### src/rtl/rdy_ack_word_serializer.sv
// rdy_ack_word_serializer
//   Accepts one multi-byte word per rdy/ack handshake on the input side and
//   replays it LSB-first as a byte stream on the output side, marking the
//   final byte of each word with o_last.
//
// Parameters
//   BW_M1  byte width minus 1
//   NB_M1  bytes per input word minus 1
//   CW_M1  byte-count width minus 1 (ceil(log2(NB_M1+1))-1)
//
// Ports
//   clk       rising-edge clock
//   rst_n     asynchronous active-low reset
//   i_rdy     upstream word valid
//   i_ack     block can accept a word this cycle (combinational)
//   i_data    input word, byte k at [k*(BW_M1+1) +: BW_M1+1]
//   i_cnt_m1  valid bytes in the word minus 1 (clamped to NB_M1)
//   o_rdy     output byte valid
//   o_ack     downstream accepts the byte
//   o_data    current byte (registered)
//   o_last    current byte is the last of its word (registered)
//   busy      same as o_rdy
module rdy_ack_word_serializer #(
   parameter int BW_M1 = 7,
   parameter int NB_M1 = 3,
   parameter int CW_M1 = 1
) (
   input  logic                           clk,
   input  logic                           rst_n,
   input  logic                           i_rdy,
   output logic                           i_ack,
   input  logic [(NB_M1+1)*(BW_M1+1)-1:0] i_data,
   input  logic [CW_M1:0]                 i_cnt_m1,
   output logic                           o_rdy,
   input  logic                           o_ack,
   output logic [BW_M1:0]                 o_data,
   output logic                           o_last,
   output logic                           busy
);

   localparam int BW = BW_M1 + 1;
   localparam int NB = NB_M1 + 1;
   localparam int WW = BW * NB;
   localparam logic [CW_M1:0] REM_MAX = (CW_M1+1)'(NB_M1);

   typedef enum logic {
      IDLE = 1'b0,
      SEND = 1'b1
   } state_t;

   state_t          state_q, state_d;
   logic [WW-1:0]   shreg_q, shreg_d;
   logic [CW_M1:0]  rem_q,   rem_d;
   logic            last_q,  last_d;

   logic            i_deal;
   logic            o_deal;
   logic [CW_M1:0]  cnt_clamped;

   assign o_rdy  = (state_q == SEND);
   assign busy   = o_rdy;
   assign o_data = shreg_q[BW-1:0];
   assign o_last = last_q;

   // Accepting a new word is allowed while idle, or in the very cycle the
   // last byte of the current word is taken, which removes the bubble.
   assign i_ack  = !o_rdy | (o_ack & last_q);
   assign i_deal = i_rdy & i_ack;
   assign o_deal = o_rdy & o_ack;

   assign cnt_clamped = (i_cnt_m1 > REM_MAX) ? REM_MAX : i_cnt_m1;

   always_comb begin
      state_d = state_q;
      shreg_d = shreg_q;
      rem_d   = rem_q;
      last_d  = last_q;

      if (i_deal) begin
         state_d = SEND;
         shreg_d = i_data;
         rem_d   = cnt_clamped;
         last_d  = (cnt_clamped == '0);
      end else if (o_deal) begin
         if (last_q) begin
            state_d = IDLE;
            last_d  = 1'b0;
         end else begin
            shreg_d = shreg_q >> BW;
            rem_d   = rem_q - 1'b1;
            last_d  = (rem_d == '0);
         end
      end
   end

   always_ff @(posedge clk or negedge rst_n) begin
      if (!rst_n) begin
         state_q <= IDLE;
         shreg_q <= '0;
         rem_q   <= '0;
         last_q  <= 1'b0;
      end else begin
         state_q <= state_d;
         shreg_q <= shreg_d;
         rem_q   <= rem_d;
         last_q  <= last_d;
      end
   end

endmodule

### config.mk
export PLATFORM = sky130hd
export DESIGN_NAME = rdy_ack_word_serializer
export DESIGN_NICKNAME = d
export VERILOG_FILES = /design/src/rtl/rdy_ack_word_serializer.sv
export SDC_FILE = /design/constraint.sdc
export NUM_CORES = 1
export LEC_CHECK = 0
export ABC_AREA = 1
export BUFFER_PORTS_ARGS = -buffer_cell sky130_fd_sc_hd__buf_2
export CAP_MARGIN = 20
export CORE_MARGIN = 2
export CORE_UTILIZATION = 50
export CTS_BUF_LIST = sky130_fd_sc_hd__clkbuf_4 sky130_fd_sc_hd__clkbuf_8
export DETAILED_ROUTE_END_ITERATION = 8
export GPL_ROUTABILITY_DRIVEN = 1
export PLACE_DENSITY = 0.88
export RECOVER_POWER = 100
export SETUP_SLACK_MARGIN = 0.15
export SLEW_MARGIN = 20
export SYNTH_ARGS = -nofsm -noshare
export SYNTH_HDL_FRONTEND = slang
export SYNTH_SLANG_ARGS = --single-unit
### constraint.sdc
create_clock -name clk -period 1.6 [get_ports clk]
set_clock_uncertainty 0.2 [all_clocks]
set_input_delay 0.24 -clock clk [delete_from_list [all_inputs] [get_ports clk]]
set_output_delay 0.24 -clock clk [all_outputs]
set_load 0.01 [all_outputs]
After elaboration in Yosys (flattened, before gate mapping)
Index checks and enable logic that the tools add are counted.
Storage, ports and cells
  flip-flop bits (word level): 36
  latch bits: 0
  memory bits (writable): 0
  ROM bits: 0
  input port bits: 38
  word-level logic and storage cells: 31
  memories kept: 0
Cells by class
  add/sub/neg operators: 1
  multipliers: 0
  div/mod/pow operators: 0
  magnitude comparators: 1
  eq/ne operators: 1
  shift-type cells: 0
  multiplexer cells: 13
  bitwise gates (word level): 4
  reduce and logical (&&, ||, !) cells: 7
Operators with widths (number)
  32-bit two-way mux: 3
  2-bit two-way mux: 4
  1-bit two-way mux: 6
  2-bit zero test: 2
  2-bit AND reduction: 2
  2-bit nonzero test: 2
  1-bit bitwise AND: 3
  2-bit greater-than comparator (second input constant): 1
  2-bit by 1-bit inequality test with 1-bit output (second input constant): 1
  2-bit by 1-bit subtractor with 2-bit output (second input constant): 1
  1-bit zero test: 1
  1-bit OR: 1

Depth between registers and ports, before layout
Gate-level depths: netlist (run 1).
  word-level depth: 5
  mapped depth: 7

Worst setup path after synthesis (run 1)
No wires, ideal clock.
  path type: register -> register
  start point: register last_q, in the netlist o_last
  end point: register shreg_q[24]
  library setup time: 117 ps
  arrival time: 1114 ps
  required time: 1283 ps
  setup slack: 168 ps
  cell stages (with the launch flop): 8
  path buffers: 2
  cell sequence: dfrtp_1 > nand2_1 > nand2_4 > nand2_2 > buf_6 > buf_6 > nand3_1 > nand2_1
Between the ends
  word-level cells in the longest chain between the ends: 5
  elaborated cells between the ends (all ways): 7
  those cells by class: 1 x eq/ne; 1 x mux; 3 x bitwise; 2 x reduce/logical
Ends and longest elaborated chain
  start: declaration: line 54  | logic last_q, last_d;
  start signal: assignment: line 106  | last_q <= last_d;
  1-bit bitwise AND: line 67  | assign i_ack = !o_rdy | (o_ack & last_q);
  1-bit OR: line 67
  1-bit bitwise AND: line 68  | assign i_deal = i_rdy & i_ack;
  2-bit by 1-bit inequality test with 1-bit output (no source line) or 2-bit nonzero test (tied branches)
  2-bit AND reduction (no source line)
  end signal: assignment: line 104  | shreg_q <= shreg_d;
  end: declaration: line 52  | logic [WW-1:0] shreg_q, shreg_d;
Parallel ways exist; a longest one is shown, timed or not.
A chain may end at the register's enable or synchronous reset.

Worst setup path in the final report (run 1)
  start point: register last_q, in the netlist o_last
  end point: output i_ack
Between the ends
  word-level cells in the longest chain between the ends: 2
Ends and longest elaborated chain
  1-bit bitwise AND: line 67
  1-bit OR: line 67
  end: declaration: line 31  | output logic i_ack,
No other way between the ends.

==> results.tsv, run 1 <==
stage	metric	value	unit
run_status	status	finished, final reports clean	
worst_setup_path	r2r-end	o_last	
synth	synth_cells	232	
die	die_x	64.9	um
power	total_power	4310	uW
cts	clk_pin_slew_worst_paths	70	ps
sta	max-slew-margin-rel	0.696	
die	ios	50	
synth	syn-num-nets	271	
drt	post-route-drc-count	0	
grt	grt_start_max_net_pins	37	
placement	postPlaceCellArea	0.00210	mm^2
placement	gp_congestion	0.817	
layout	final.fill_count	310	
power	leakage	0.00131	uW
worst_setup_path	worst-path-stages	4	
grt	grt.total_usage	0.245	
worst_setup_path	r2r_start	busy	
sta	period_needed	1520	ps
worst_setup_path	cpPeakStageDelay	400	ps
worst_setup_path	critPathSlowestCell	dfrtp_1	
drt	totalWireLength	4610	um
synth	synth_top_area_share	0.486	
worst_setup_path	critPathCaptureType	output pin	
grt	grt_pass1_vias	1793	
sta	rsz0062_at_grt	yes	
layout	drive_gt1_frac	0.232	
sta	finalSetupViolCount	0	
cts	clock-sinks	36	
cts	h-tree-depth	2	
worst_setup_path	crit_chain	nand2_2 > nand2_4 > buf_12 > buf_6	
worst_setup_path	ff2ff_setup_slack	110	ps
worst_setup_path	crit_path_start_kind	flop	
job	cap_viol_max_count	0	
grt	antenna_found_initial	0	
cts	cts_buffer_depth	2	
die	die_area	0.00421	mm^2
grt	grt_pass1_wl	7760	um
min_path	hp-start	i_data[14]	
die	die_h	64.9	um
power	irDropWorstVdd	0.000810	V
drt	first_iter_violations	162	
power	intPower	2660	uW
power	power_frac_comb	0.439	
placement	hpwl	2860	um
sta	finalCritPeriodShare	0.951	
min_path	hold_depth	3	
worst_setup_path	cp.arrival	1080	ps
power	p_sw_frac	0.384	
sta	tightestPinTransition	455	ps
layout	n_antenna_cell	0	
drt	first_pass_iters	4	
synth	ys_seq_area_frac	0.486	
cts	cts_tree	yes	
drt	vias	1779	
placement	dp_slack	137	ps
layout	stdcell_area	0.00249	mm^2
power	clock_power_share	0.187	
sta	fmaxAchievable	657	MHz
cts	cts_root_buf	clkbuf_8	
worst_setup_path	r2r_cells	6	
layout	area_delta_synth_final	34.7	%
sta	final_hold_viol_count	0	
min_path	hold_path_class	input pin to flop	
power	powerDensity	1730	mW/mm^2
worst_setup_path	critical_path_class	flop to output pin	
synth	avgSynthCellArea	7.98	um^2
drt	wl_per_cell	13.2	um
cts	numCtsBuffers	5	
sta	drv_slew	0	
drt	vias_per_cell	5.08	
synth	yosysTopAreaCell	dfrtp_1	
synth	synth_cell_types	16	
synth	yosysWarningCount	0	
cts	worstSkewPairLatency	290	ps
layout	nets	340	
synth	synth_area	0.00185	mm^2
grt	overflow	0	
die	rows	22	
worst_setup_path	cp.required	1160	ps
sta	setup_ws	77.8	ps
power	power_frac_seq	0.374	
worst_setup_path	cp_num_buf_inv	2	
min_path	whs_endpoint	shreg_q[14]	
die	initial_core_util	0.514	
synth	ys_ff_latch	36	
placement	port_buffers	49	
sta	fin_tns_setup	0	ps
synth	synthTopCellsByArea	dfrtp_1 49%, nand2_1 18%, nand3_1 16%	
drt	drtAntennaViolNets	0	
power	p_sw	1660	uW
worst_setup_path	critPathTopFamily	flip-flops	
die	core_area	0.00361	mm^2
worst_setup_path	crit_path_max_fanout	2	
==> synthesized netlist by cell type (all sizes together) <==
cell,instances
buf,22
clkbuf,2
dfrtp,36
ha,1
inv,4
nand2,91
nand3,61
nand3b,12
nand4,1
nor2,2
==> worst reg2reg max path: cells and delay by family (launching register included) <==
family | cells | cell delay [ps]
flip-flops | 1 | 450
AND/OR/NAND/NOR | 4 | 400
buffers and inverters | 2 | 320
==> layer usage <==
| layer | up-vias | share of wire | track usage |
|---|---|---|---|
| li1 | 891 | - | - |
| met1 | 815 | 0.42 | 0.285 |
| met2 | 67 | 0.51 | 0.420 |
| met3 | 6 | 0.064 | 0.0781 |
| met4 | 0 | 0.011 | 0.0904 |
| met5 | - | 0 | 0 |
==> power groups by stage <==
| stage | logic [uW] | clock network [uW] | registers (uW) |
|---|---|---|---|
| finish | 1890 | 805 | 1610 |
| global placement | 1580 | 0 | 1590 |
| CTS | 1930 | 816 | 1610 |
| floorplan | 1310 | 0 | 1590 |
| detailed placement | 1650 | 0 | 1630 |
| global route | 2130 | 873 | 1660 |
==> final cells by class <==
cell class | count | area, um^2 | share of cell area
flip-flops and latches | 36 | 901 | 0.361
multi-input cells | 169 | 800 | 0.321
repair buffers | 85 | 607 | 0.243
clock buffers | 6 | 76.3 | 0.0306
well taps | 48 | 60.1 | 0.0241
clock inverters | 2 | 35.0 | 0.0140
inverters | 4 | 15.0 | 0.00602
==> worst max path at each step <==
stage,startpoint,end,slack (ps)
after floorplan,o_last,shreg_q[24],170
after global placement,busy,i_ack,190
after detailed placement,o_last,shreg_q[16],140
after CTS,o_last,i_ack,70
after global routing,busy,shreg_q[12],30
final,o_last,i_ack,80
==> through the flow <==
| stage | std cells | hold WS, ps | utilization |
|---|---|---|---|
| after floorplan | 232 | -256 | - |
| after global placement | 317 | 96.6 | 0.584 |
| after detailed placement | 317 | 107 | 0.584 |
| after CTS | 349 | 8.17 | 0.696 |
| after global routing | 350 | 18.0 | 0.692 |
| final | 350 | 11.3 | 0.692 |
==> logic make-up (layout without fill, tap and decap cells) <==
family | after synthesis | in the layout | synth area share
fa+ha+maj | 1 | 1 | 0.00676
flops | 36 | 36 | 0.486
buf+inv | 28 | 97 | 0.0919
simple gates | 167 | 168 | 0.415
==> placed cells by master, fill, tap and decap left out, drive strengths merged <==
master       count
nand3           61
inv              4
bufinv           1
clkbuf          17
dlygate4sd3     19
nor2             2
clkinv           1
nand3b          12
buf             55
nand2           92
nand4            1
ha               1
dfrtp           36
==> timing repair <==
| action | in CTS | in global routing |
|---|---|---|
| setup buffers | 3 | 0 |
| cloned | 2 | 1 |
| endpoints found under the hold margin | 54 | 0 |
| pin swaps | 2 | 0 |
| resized for setup | 9 | 2 |
| endpoints found under the setup margin | 6 | 33 |
| hold buffers | 19 | 0 |
==> flip-flops by register name, summed over array words and instances, names as in the netlist <==
name,flops
shreg_q,32
rem_q,2
o_last,1
busy,1
Power figures use the tool's default switching activity.
==> inputs of run 2 (changes only) <==
--- a/config.mk
+++ b/config.mk
@@ -8,11 +8,11 @@
 export ABC_AREA = 1
 export BUFFER_PORTS_ARGS = -buffer_cell sky130_fd_sc_hd__buf_2
 export CAP_MARGIN = 20
-export CORE_MARGIN = 2
 export CORE_UTILIZATION = 50
 export CTS_BUF_LIST = sky130_fd_sc_hd__clkbuf_4 sky130_fd_sc_hd__clkbuf_8
 export DETAILED_ROUTE_END_ITERATION = 8
 export GPL_ROUTABILITY_DRIVEN = 1
+export HOLD_SLACK_MARGIN = 0.1
 export PLACE_DENSITY = 0.88
 export RECOVER_POWER = 100
 export SETUP_SLACK_MARGIN = 0.15
==> run 2 against run 1 <==
Net effect: via count up 7.5%; count of clock-buffer cells in the layout unchanged; first-iteration DRC count decreased by 13%; design area increased by 9.4%; combinational power is 15% higher; highest routed layer unchanged; worst setup slack lost 4.1 ps.
==> results.tsv, run 2 (synthesis results as in run 1) <==
stage	metric	value	unit
layout	n_antenna_cell	0	
cts	cts_buffer_depth	2	
grt	gr-usage-met3	0.0602	
placement	hpwl	2620	um
cts	clock-sinks	36	
min_path	hold_path_class	input pin to flop	
worst_setup_path	r2r-end	shreg_q[13]	
sta	fmaxAchievable	655	MHz
die	die_h	62.9	um
layout	mostFrequentLayoutCells	88 x nand2_1, 60 x nand3_1, 40 x buf_2	
grt	use_met2	0.454	
drt	first_pass_iters	4	
drt	post-route-drc-count	0	
placement	gp_congestion	0.788	
sta	final_hold_viol_count	0	
die	rows	21	
drt	wl_per_cell	14.5	um
cts	numCtsBuffers	5	
worst_setup_path	critical_path_class	flop to output pin	
worst_setup_path	r2r_cells	7	
placement	port_buffers	49	
cts	cts_root_buf	clkbuf_8	
worst_setup_path	critPathCaptureType	output pin	
power	powerDensity	1640	mW/mm^2
drt	vias	1913	
layout	top_register	shreg_q	
cts	clk_pin_slew_worst_paths	70	ps
layout	largest_reg_flops	32	
worst_setup_path	r2r_start	busy	
worst_setup_path	cp.arrival	1090	ps
layout	layout_commonest_cell	nand2_1	
die	initial_core_util	0.538	
sta	rsz0062_at_grt	yes	
sta	finalSetupViolCount	0	
drt	vias_per_cell	5.21	
cts	h-tree-depth	2	
grt	top_usage_layer	met2	
worst_setup_path	cp.required	1160	ps
grt	grt_start_max_net_pins	37	
sta	fin_tns_setup	0	ps
run_status	status	finished, final reports clean	
sta	max-slew-margin-rel	0.688	
worst_setup_path	crit_path_start_kind	flop	
power	leakage	0.00141	uW
job	cap_viol_max_count	0	
cts	cts_tree	yes	
sta	finalCritPeriodShare	0.954	
sta	drv_slew	0	
layout	drive_gt1_frac	0.237	
layout	fin_util	0.793	
sta	period_needed	1530	ps
grt	antenna_found_initial	0	
drt	first_iter_violations	141	
grt	overflow	0	
die	die_area	0.00395	mm^2
grt	grt_pass1_wl	7950	um
cts	worstSkewPairLatency	290	ps
layout	area_delta_synth_final	47.4	%
layout	nets	359	
worst_setup_path	critPathCapture	i_ack	
drt	drtAntennaViolNets	0	
power	irDropWorstVdd	0.00104	V
worst_setup_path	crit_path_max_fanout	6	
worst_setup_path	critPathLaunch	busy	
layout	reg_top3	shreg_q: 32 flops, rem_q: 2 flops	
die	die_x	62.9	um
grt	grt.total_usage	0.262	
worst_setup_path	ff2ff_setup_slack	80	ps
sta	tightestPinTransition	468	ps
grt	grt_pass1_vias	1793	
drt	totalWireLength	5320	um
die	ios	50	
grt	grtUsageMet1	0.306	
die	core_area	0.00344	mm^2
-- run 2: cell count changes in the layout (fill, tap and decap cells not counted), moves of 2 or more --
cell,before,now
clkbuf_4,2,0
clkbuf_16,0,2
buf_8,0,2
dlygate4sd3_1,19,35
buf_12,2,4
-- run 2: how the worst min path moves through the flow --
| stage | slack [ps] | end | depth (start not counted) | start |
|---|---|---|---|---|
| after floorplan | -260 | busy | 0 | rst_n |
| after global placement | 100 | shreg_q[6] | 2 | rst_n |
| after detailed placement | 100 | shreg_q[7] | 2 | rst_n |
| after CTS | 140 | o_last | 3 | i_rdy |
| after global routing | 180 | o_last | 3 | i_rdy |
| final | 190 | o_last | 3 | i_rdy |
-- run 2: per-layer routing --
| layer | vias up | routed length (um) |
|---|---|---|
| met5 | - | 0 |
| met4 | 0 | 134 |
| met3 | 16 | 335 |
| li1 | 929 | - |
| met2 | 90 | 2810 |
| met1 | 878 | 2040 |
-- run 2: power by group --
part           internal [uW]  switching [uW]
Sequential              1360             272
Combinational            977            1190
Clock                    343             318
-- run 2: worst max-delay path, stage by stage (launching register included) --
cell and delay [ps]:
dfrtp_1 460, nand2_4 100, buf_12 130, buf_6 110
-- run 2: cell type report --
cell class / instances / area, um^2
multi-input combinational: 169 / 821
clock inverter: 2 / 10.0
inverter: 4 / 15.0
fill: 228 / 713
sequential: 36 / 901
clock buffer: 6 / 82.6
tap: 46 / 57.6
timing repair buffer: 104 / 842
-- run 2: through the flow --
stage	area, um^2	hold slack [ps]	setup WS [ps]	instances	power, uW
global route	2730	182	13.3	367	4810
floorplan	1850	-256	168	232	2890
detailed placement	2090	105	146	314	3260
finish	2730	189	73.6	367	4470
global placement	2090	98.3	185	314	3180
CTS	2610	138	84.6	361	4150
-- run 2: timing repair --
item / in CTS / in global routing
setup buffers: 4 / 2
gates resized for setup: 9 / 14
cloned: 0 / 4
setup endpoints to repair: 3 / 35
pin swaps: 2 / 3
hold buffers: 35 / 0
hold endpoints to repair: 71 / 0
==> inputs of run 3 (changes only) <==
--- a/config.mk
+++ b/config.mk
@@ -8,6 +8,7 @@
 export ABC_AREA = 1
 export BUFFER_PORTS_ARGS = -buffer_cell sky130_fd_sc_hd__buf_2
 export CAP_MARGIN = 20
+export CORE_MARGIN = 4
 export CORE_UTILIZATION = 50
 export CTS_BUF_LIST = sky130_fd_sc_hd__clkbuf_4 sky130_fd_sc_hd__clkbuf_8
 export DETAILED_ROUTE_END_ITERATION = 8
@@ -15,7 +16,6 @@
 export HOLD_SLACK_MARGIN = 0.1
 export PLACE_DENSITY = 0.88
 export RECOVER_POWER = 100
-export SETUP_SLACK_MARGIN = 0.15
 export SLEW_MARGIN = 20
 export SYNTH_ARGS = -nofsm -noshare
 export SYNTH_HDL_FRONTEND = slang
==> run 3 against run 2 <==
Net effect: power decreased by 5.8%; combinational power decreased by 17%; first-iteration DRC count decreased by 34%; clock power increased by 20%; design area decreased by 5.0%; highest routed layer unchanged; critical path type unchanged.
==> results.tsv, run 3 (synthesis results as in run 1) <==
stage	metric	value	unit
worst_setup_path	cp.arrival	1100	ps
layout	nets	353	
power	leakage	0.00134	uW
grt	grt_pass1_vias	1744	
die	core_area	0.00344	mm^2
placement	hpwl	2820	um
drt	route.met2.wl	2280	um
worst_setup_path	critical_path_class	flop to output pin	
cts	worstSkewPairLatency	290	ps
sta	drv_slew	0	
drt	totalWireLength	4470	um
sta	max-slew-margin-rel	0.568	
run_status	status	finished, final reports clean	
sta	setup_ws	57.9	ps
grt	grt_start_max_net_pins	37	
sta	fin_tns_setup	0	ps
layout	area_delta_synth_final	40.0	%
power	total_power	4210	uW
die	rows	21	
min_path	hold_path_class	input pin to flop	
layout	final.fill_count	266	
cts	cts_tree	yes	
grt	overflow	0	
layout	instances_no_fill	361	
sta	fmaxAchievable	648	MHz
layout	mostFrequentLayoutCells	88 x nand2_1, 61 x nand3_1, 37 x buf_2	
sta	final_hold_viol_count	0	
die	die_area	0.00474	mm^2
layout	reg_top3	shreg_q: 32 flops, rem_q: 2 flops	
layout	seq_area	902	um^2
sta	finalSetupViolCount	0	
drt	top_layer	met4	
layout	multiInputGateArea	783	um^2
worst_setup_path	r2r_cells	7	
power	irDropWorstVdd	0.000995	V
worst_setup_path	critPathCaptureType	output pin	
worst_setup_path	cp.required	1160	ps
drt	wl_met1	1910	um
power	powerDensity	1620	mW/mm^2
die	initial_core_util	0.538	
sta	period_needed	1540	ps
worst_setup_path	crit_path_start_kind	flop	
drt	drtAntennaViolNets	0	
sta	tightestPinTransition	647	ps
worst_setup_path	crit_path_max_fanout	6	
cts	numCtsBuffers	5	
die	die_h	68.9	um
drt	wl_per_cell	12.4	um
grt	grt_pass1_wl	7510	um
layout	layout_commonest_cell	nand2_1	
placement	port_buffers	49	
placement	dp_slack	93.3	ps
die	ios	50	
layout	top_register	shreg_q	
sta	rsz0062_at_grt	no	
layout	n_antenna_cell	0	
drt	vias	1796	
layout	largest_reg_flops	32	
die	die_x	68.9	um
cts	h-tree-depth	2	
placement	gp_congestion	0.793	
drt	wl_met3	244	um
cts	cts_root_buf	clkbuf_8	
grt	grt.total_usage	0.213	
drt	first_iter_violations	93	
drt	first_pass_iters	4	
placement	dp.cells	313	
drt	post-route-drc-count	0	
sta	finalCritPeriodShare	0.964	
layout	drive_gt1_frac	0.210	
min_path	hold_depth	4	
drt	vias_per_cell	4.98	
grt	antenna_found_initial	0	
cts	clock-sinks	36	
job	cap_viol_max_count	0	
cts	clk_pin_slew_worst_paths	70	ps
cts	cts_buffer_depth	2	
## run 3: cell type report
class,count,share of cell area
Clock inverter,2,0.0135
Timing Repair Buffer,99,0.279
Multi-Input combinational cell,168,0.302
Sequential cell,36,0.348
Inverter,4,0.00579
Clock buffer,6,0.0294
Tap cell,46,0.0222
## run 3: critical path: stages (launching register included)
cell and delay, ps:
dfrtp_1 390, nand2_2 90, nand2_4 70, buf_12 130, buf_2 130
## run 3: metrics by stage
step / hold WS, ps / utilization / instance area [um^2]
finish: 122 / 0.753 / 2590
global placement: 63.2 / 0.614 / 2110
detailed placement: 77.8 / 0.614 / 2110
floorplan: -256 / - / 1850
CTS: 120 / 0.752 / 2590
global route: 146 / 0.753 / 2590
## run 3: repair_timing
action | 4_1_cts | 5_1_grt
hold buffers | 35 | 0
setup endpoints to repair | 1 | 1
pin swaps | 1 | 0
resized for setup | 1 | 1
setup buffers | 2 | 3
hold endpoints to repair | 59 | 0
## run 3: final timing paths
kind                            start     endpoint  slack [ps]
max reg2reg                    o_last   shreg_q[8]         140
max                            o_last        i_ack          60
max in group asynchronous       rst_n  shreg_q[11]         280
min in group asynchronous       rst_n   shreg_q[6]         300
min                             i_rdy  shreg_q[21]         120
min reg2reg                shreg_q[8]   shreg_q[0]         300
## run 3: where the power goes
group	total [uW]	switching, uW	internal (uW)
sequential	1610	248	1360
combinational	1800	1020	785
clock	790	311	479
## run 3: metal layers
layer | track usage | up-vias
li1 | - | 909
met1 | 0.249 | 839
met2 | 0.388 | 45
met3 | 0.0551 | 3
met4 | 0.0511 | 0
met5 | 0 | -
